### src/rtl/param_stimulus_generator.sv
// rtl/param_stimulus_generator.sv - paced multi-channel pattern source with valid/ready back-pressure
// Patterns: constant, up-count, down-count or 16-bit Galois LFSR, one sample per PERIOD cycles.
module param_stimulus_generator #(
  parameter int SAMPLE_WIDTH = 4,
  parameter int NUM_CHANNELS = 1,
  parameter int PERIOD       = 4,
  parameter int COUNT_WIDTH  = 16
) (
  input  logic                                 clk,
  input  logic                                 reset_n,
  input  logic                                 start,
  input  logic                                 stop,
  input  logic [1:0]                           mode,
  input  logic [15:0]                          seed,
  input  logic [COUNT_WIDTH-1:0]               sample_count,
  input  logic                                 data_ready,
  output logic                                 data_valid,
  output logic [NUM_CHANNELS*SAMPLE_WIDTH-1:0] stimulus_stream,
  output logic                                 busy,
  output logic                                 done
);

  localparam int SW = NUM_CHANNELS * SAMPLE_WIDTH;
  // The counter holds PERIOD-2 down to 0, giving PERIOD-1 cycles of WAIT.
  localparam int PW = (PERIOD > 2) ? $clog2(PERIOD - 1) : 1;
  localparam logic [PW-1:0] PERIOD_LOAD = PW'((PERIOD > 1) ? PERIOD - 2 : 0);
  localparam logic [15:0] LFSR_INIT = 16'hACE1;

  typedef enum logic [1:0] {IDLE, WAIT, PRESENT, DONE} state_t;

  state_t                   state, state_next;
  logic [PW-1:0]            period_cnt, cnt_next;
  logic [COUNT_WIDTH-1:0]   remaining, rem_next;
  logic [SAMPLE_WIDTH-1:0]  base, base_next;
  logic [15:0]              lfsr, lfsr_next;
  logic [1:0]               mode_r, mode_next;
  logic [SW-1:0]            stream, stream_next;
  logic                     accept;

  function automatic logic [15:0] lfsr_step(input logic [15:0] l);
    return {1'b0, l[15:1]} ^ (l[0] ? 16'hB400 : 16'h0000);
  endfunction

  function automatic logic [SW-1:0] pattern(input logic [1:0] m,
                                            input logic [SAMPLE_WIDTH-1:0] b,
                                            input logic [15:0] l);
    logic [SW-1:0] w;
    w = '0;
    for (int i = 0; i < NUM_CHANNELS; i++) begin
      case (m)
        2'd0:    w[i*SAMPLE_WIDTH +: SAMPLE_WIDTH] = b;
        2'd1:    w[i*SAMPLE_WIDTH +: SAMPLE_WIDTH] = b + SAMPLE_WIDTH'(i);
        2'd2:    w[i*SAMPLE_WIDTH +: SAMPLE_WIDTH] = b - SAMPLE_WIDTH'(i);
        default: w[i*SAMPLE_WIDTH +: SAMPLE_WIDTH] = l[SAMPLE_WIDTH-1:0] ^ SAMPLE_WIDTH'(i);
      endcase
    end
    return w;
  endfunction

  always_ff @(posedge clk or negedge reset_n) begin
    if (!reset_n) begin
      state      <= IDLE;
      period_cnt <= '0;
      remaining  <= '0;
      base       <= '0;
      lfsr       <= LFSR_INIT;
      mode_r     <= 2'd0;
      stream     <= '0;
    end else begin
      state      <= state_next;
      period_cnt <= cnt_next;
      remaining  <= rem_next;
      base       <= base_next;
      lfsr       <= lfsr_next;
      mode_r     <= mode_next;
      stream     <= stream_next;
    end
  end

  always_comb begin
    state_next  = state;
    cnt_next    = period_cnt;
    rem_next    = remaining;
    base_next   = base;
    lfsr_next   = lfsr;
    mode_next   = mode_r;
    stream_next = stream;
    accept      = (state == PRESENT) && data_ready;

    case (state)
      IDLE: begin
        if (start && !stop) begin
          mode_next  = mode;
          base_next  = seed[SAMPLE_WIDTH-1:0];
          lfsr_next  = (seed == 16'h0000) ? LFSR_INIT : seed;
          rem_next   = sample_count;
          cnt_next   = PERIOD_LOAD;
          state_next = (PERIOD == 1) ? PRESENT : WAIT;
        end
      end
      WAIT: begin
        if (stop)                   state_next = IDLE;
        else if (period_cnt == '0)  state_next = PRESENT;
        else                        cnt_next   = period_cnt - PW'(1);
      end
      PRESENT: begin
        if (accept) begin
          case (mode_r)
            2'd1:    base_next = base + SAMPLE_WIDTH'(1);
            2'd2:    base_next = base - SAMPLE_WIDTH'(1);
            2'd3:    lfsr_next = lfsr_step(lfsr);
            default: ;
          endcase
          // remaining == 0 marks a free-running run; bounded runs leave at 1.
          if (remaining != '0) rem_next = remaining - COUNT_WIDTH'(1);
          cnt_next = PERIOD_LOAD;
          if (stop)                                state_next = IDLE;
          else if (remaining == COUNT_WIDTH'(1))   state_next = DONE;
          else                                     state_next = (PERIOD == 1) ? PRESENT : WAIT;
        end else if (stop) begin
          state_next = IDLE;
        end
      end
      DONE:    state_next = IDLE;
      default: state_next = IDLE;
    endcase

    // Load a fresh sample only when a new presentation begins.
    if (state_next == PRESENT && (state != PRESENT || accept))
      stream_next = pattern(mode_next, base_next, lfsr_next);
  end

  assign data_valid      = (state == PRESENT);
  assign stimulus_stream = stream;
  assign busy            = (state != IDLE);
  assign done            = (state == DONE);

endmodule

### config.mk
export PLATFORM = sky130hd
export DESIGN_NAME = param_stimulus_generator
export DESIGN_NICKNAME = d
export VERILOG_FILES = /design/src/rtl/param_stimulus_generator.sv
export SDC_FILE = /design/constraint.sdc
export NUM_CORES = 1
export LEC_CHECK = 0
export ABC_AREA = 1
export CORE_MARGIN = 3
export CORE_UTILIZATION = 55
export CTS_BUF_LIST = sky130_fd_sc_hd__clkbuf_4
export CTS_CLUSTER_DIAMETER = 30
export DETAILED_ROUTE_END_ITERATION = 10
export GPL_ROUTABILITY_DRIVEN = 0
export PLACE_DENSITY = 0.77
export SLEW_MARGIN = 20
export SYNTH_ARGS = -nofsm -noshare
export SYNTH_HDL_FRONTEND = slang
export SYNTH_SLANG_ARGS = --single-unit
### constraint.sdc
create_clock -name clk -period 1.93 [get_ports clk]
set_input_delay 0.386 -clock clk [delete_from_list [all_inputs] [get_ports clk]]
set_output_delay 0.386 -clock clk [all_outputs]
set_load 0.005 [all_outputs]
==> results of run 1 <==
[worst paths after layout]
| check | endpoint | slack (ps) | cells past startpoint |
|---|---|---|---|
| max | stimulus_stream[1] | 90 | 12 |
| min | remaining[8] | 490 | 2 |
| max reg2reg | stimulus_stream[1] | 90 | 12 |
| min reg2reg | lfsr[12] | 490 | 2 |
| max in group asynchronous | state[0] | 910 | 3 |
| min in group clk | lfsr[12] | 490 | 2 |
[kinds of logic (layout without fill, tap and decap cells)]
family                   Yosys count  in the layout  synth area share [%]
XOR/XNOR                           7              7                 1.994
AO/OA/AOI/OAI                     82             82                 16.15
adder cells (fa/ha/maj)            8              8                 3.255
flip-flops                        46             46                 37.75
AND/OR/NAND/NOR                  214            214                 30.88
buffers and inverters             66            147                 9.967
[area by class of cell]
| class | instances | area (um^2) | area share (%) |
|---|---|---|---|
| clock inverters | 2 | 33.78 | 0.8550 |
| clock buffers | 6 | 45.04 | 1.140 |
| multi-input cells | 311 | 1632 | 41.29 |
| inverters | 52 | 195.2 | 4.940 |
| flip-flops and latches | 46 | 1162 | 29.42 |
| repair buffers | 87 | 795.8 | 20.14 |
| well taps | 70 | 87.58 | 2.217 |
[timing repair]
item                       in CTS  in global routing
setup endpoints to repair       3                  6
hold buffers                    1                  0
pin swaps                       2                  0
setup buffers                   4                  1
hold endpoints to repair       11                  0
gates resized for setup         2                  9
[critical path, cell delays in order (launching register included)]
cell      delay [ps]
dfrtp_1          430
buf_6            140
nor2_4           110
buf_4            170
nand2_2          110
inv_1            130
nand2_1           80
nand2_1          100
nand2_2          100
inv_1            120
nand3_1           90
o211ai_1         100
nand2_1           60
[state kept, by name (all words and copies together), names as in the netlist]
register         cells
lfsr                16
remaining           16
base                 4
stimulus_stream      4
mode_r               2
period_cnt           2
state                2
[power breakdown]
group	internal, mW	switching (mW)
Clock	0.284	0.317
Combinational	0.777	0.984
Sequential	1.35	0.300
[stage by stage]
step	utilization [%]	setup slack (ps)	power, mW	setup TNS (ps)	hold slack [ps]
detailed placement	71.96	-124.8	3.342	-332.5	361.5
CTS	74.22	15.20	3.977	0	484.9
finish	74.98	93.58	4.014	0	487.4
global route	74.98	-9.349	4.367	-13.85	488.7
floorplan	-	277.9	2.755	0	90.41
global placement	71.96	-51.92	3.297	-51.92	364.2
[per-layer routing]
layer  GRT usage, %  up-vias  share of wire, %
li1               -     1530                 -
met1          36.23     1508                45
met2          44.54      111                48
met3          4.656       15               5.6
met4          8.784        0               1.8
met5              0        -                 0
[cell usage after synthesis, types with 5 or more instances]
| master | n |
|---|---|
| a21oi_1 | 23 |
| a22oi_1 | 5 |
| buf_2 | 5 |
| dfrtp_1 | 38 |
| dfstp_2 | 8 |
| ha_1 | 8 |
| inv_1 | 50 |
| nand2_1 | 119 |
| nand3_1 | 26 |
| nor2_1 | 40 |
| nor2_2 | 5 |
| o211ai_1 | 7 |
| o21ai_0 | 29 |
| o22ai_1 | 6 |
| xor2_1 | 5 |
==> impl_metrics.csv, run 1 <==
group,metric,value,unit
yosys,ys_seq_elements,46,
drt,routed_wirelength,8207,um
critical_path,cp-start-kind,"flip-flop",
timing,max_freq,544.5,MHz
min_path,min_path_type,"input pin to asynchronous set/reset pin",
cells_and_area,fin_area,3951,um^2
global_route,grt_max_degree,28,
run,maxCapViolations,0,
floorplanning,coreArea,5270,um^2
cells_and_area,area_delta_synth_final,28.48,%
drt,avgViaCountPerCell,5.512,
yosys,yosys_warnings,0,
critical_path,critPathLaunch,"state[1]",
timing,finalSetupViolCount,0,
cells_and_area,final_common_cell,"nand2_1",
yosys,synthesis.area,3075,um^2
critical_path,arrival,2090,ps
yosys,synth_nets,470,
critical_path,crit_path_end_kind,"flip-flop",
timing,min_period,1836,ps
floorplanning,die_h,80.78,um
place,place_area,3792,um^2
clock_network,clk_pin_slew,140,ps
floorplanning,row_count,26,
cells_and_area,mostFrequentLayoutCells,"nand2_1 (119), inv_1 (49), clkdlybuf4s50_1 (41)",
timing,max_slew.worst_pin.slew,470.5,ps
power,p_per_area,1016,nW/um^2
timing,fin_crit_sh,95.15,%
place,io_buffers,45,
critical_path,r2r-start,"state[1]",
yosys,post-synth-top-area-cell,"dfrtp_1",
yosys,yosysUniqueCellTypes,40,
global_route,grt_pass1_wl,13720,um
timing,slew_viol_final,0,
yosys,synth-edff-count,0,
place,hpwl,6071,um
floorplanning,die_x,80.78,um
yosys,synth_top_area_share,30.92,%
cells_and_area,diodes,0,
status,status,"complete, no violations",
yosys,yosys-top-cells-area,"dfrtp_1 (31%), nand2_1 (15%), dfstp_2 (6.8%)",
global_route,grt-ovfl-total,0,
cells_and_area,fill_cells,442,
global_route,grt_pass1_vias,3010,
drt,drc,0,
timing,finClkSkew,12.02,ps
power,p_leak,1.932,nW
clock_network,clk_latency,360,ps
global_route,antenna_found_initial,0,
clock_network,cts_tree,"built",
floorplanning,start_util,58.36,%
clock_network,htree_levels,2,
floorplanning,design.portCount,46,
clock_network,clk_root_buffer_cell,"clkbuf_4",
clock_network,clockBufferDepth,2,
clock_network,cts_made_buffers,5,
critical_path,criticalPathCategory,"flip-flop to flip-flop",
place,numPlacedInstances,560,
yosys,synthCells,423,
global_route,grt_usage,27.02,%
drt,ant_nets,0,
timing,hold_violations,0,
drt,first_pass_iters,4,
cells_and_area,instances_no_fill,574,
critical_path,cp_max_fo,6,
yosys,syn_avg_cell_area,7.271,um^2
timing,slew_headroom,68.63,%
critical_path,crit_required,2180,ps
drt,wl_per_cell,14.30,um
cells_and_area,final_nets,550,
clock_network,clkSinkCount,46,
drt,num_vias,3164,
power,ir_drop,0.7913,mV
yosys,ys_async_sr_fraction,100.0,%
floorplanning,fp.dieArea,6525,um^2
cells_and_area,drive_above_1_share,17.26,%
drt,drtIter0Drc,185,
yosys,ys_seq_area_share,37.75,%
yosys,synth_ff_type,"dfrtp_1",
(Power assumes the default switching activity.)
==> run 2, diff against run 1 <==
CTS_CLUSTER_SIZE = 16   (was unset)
==> results of run 2 <==
Final layout, timing and power as in run 1 (identical DEF).
==> run 3, diff against run 2 <==
CTS_CLUSTER_SIZE = unset   (was 16)
==> results of run 3 <==
Final layout, timing and power as in run 1 (identical DEF).
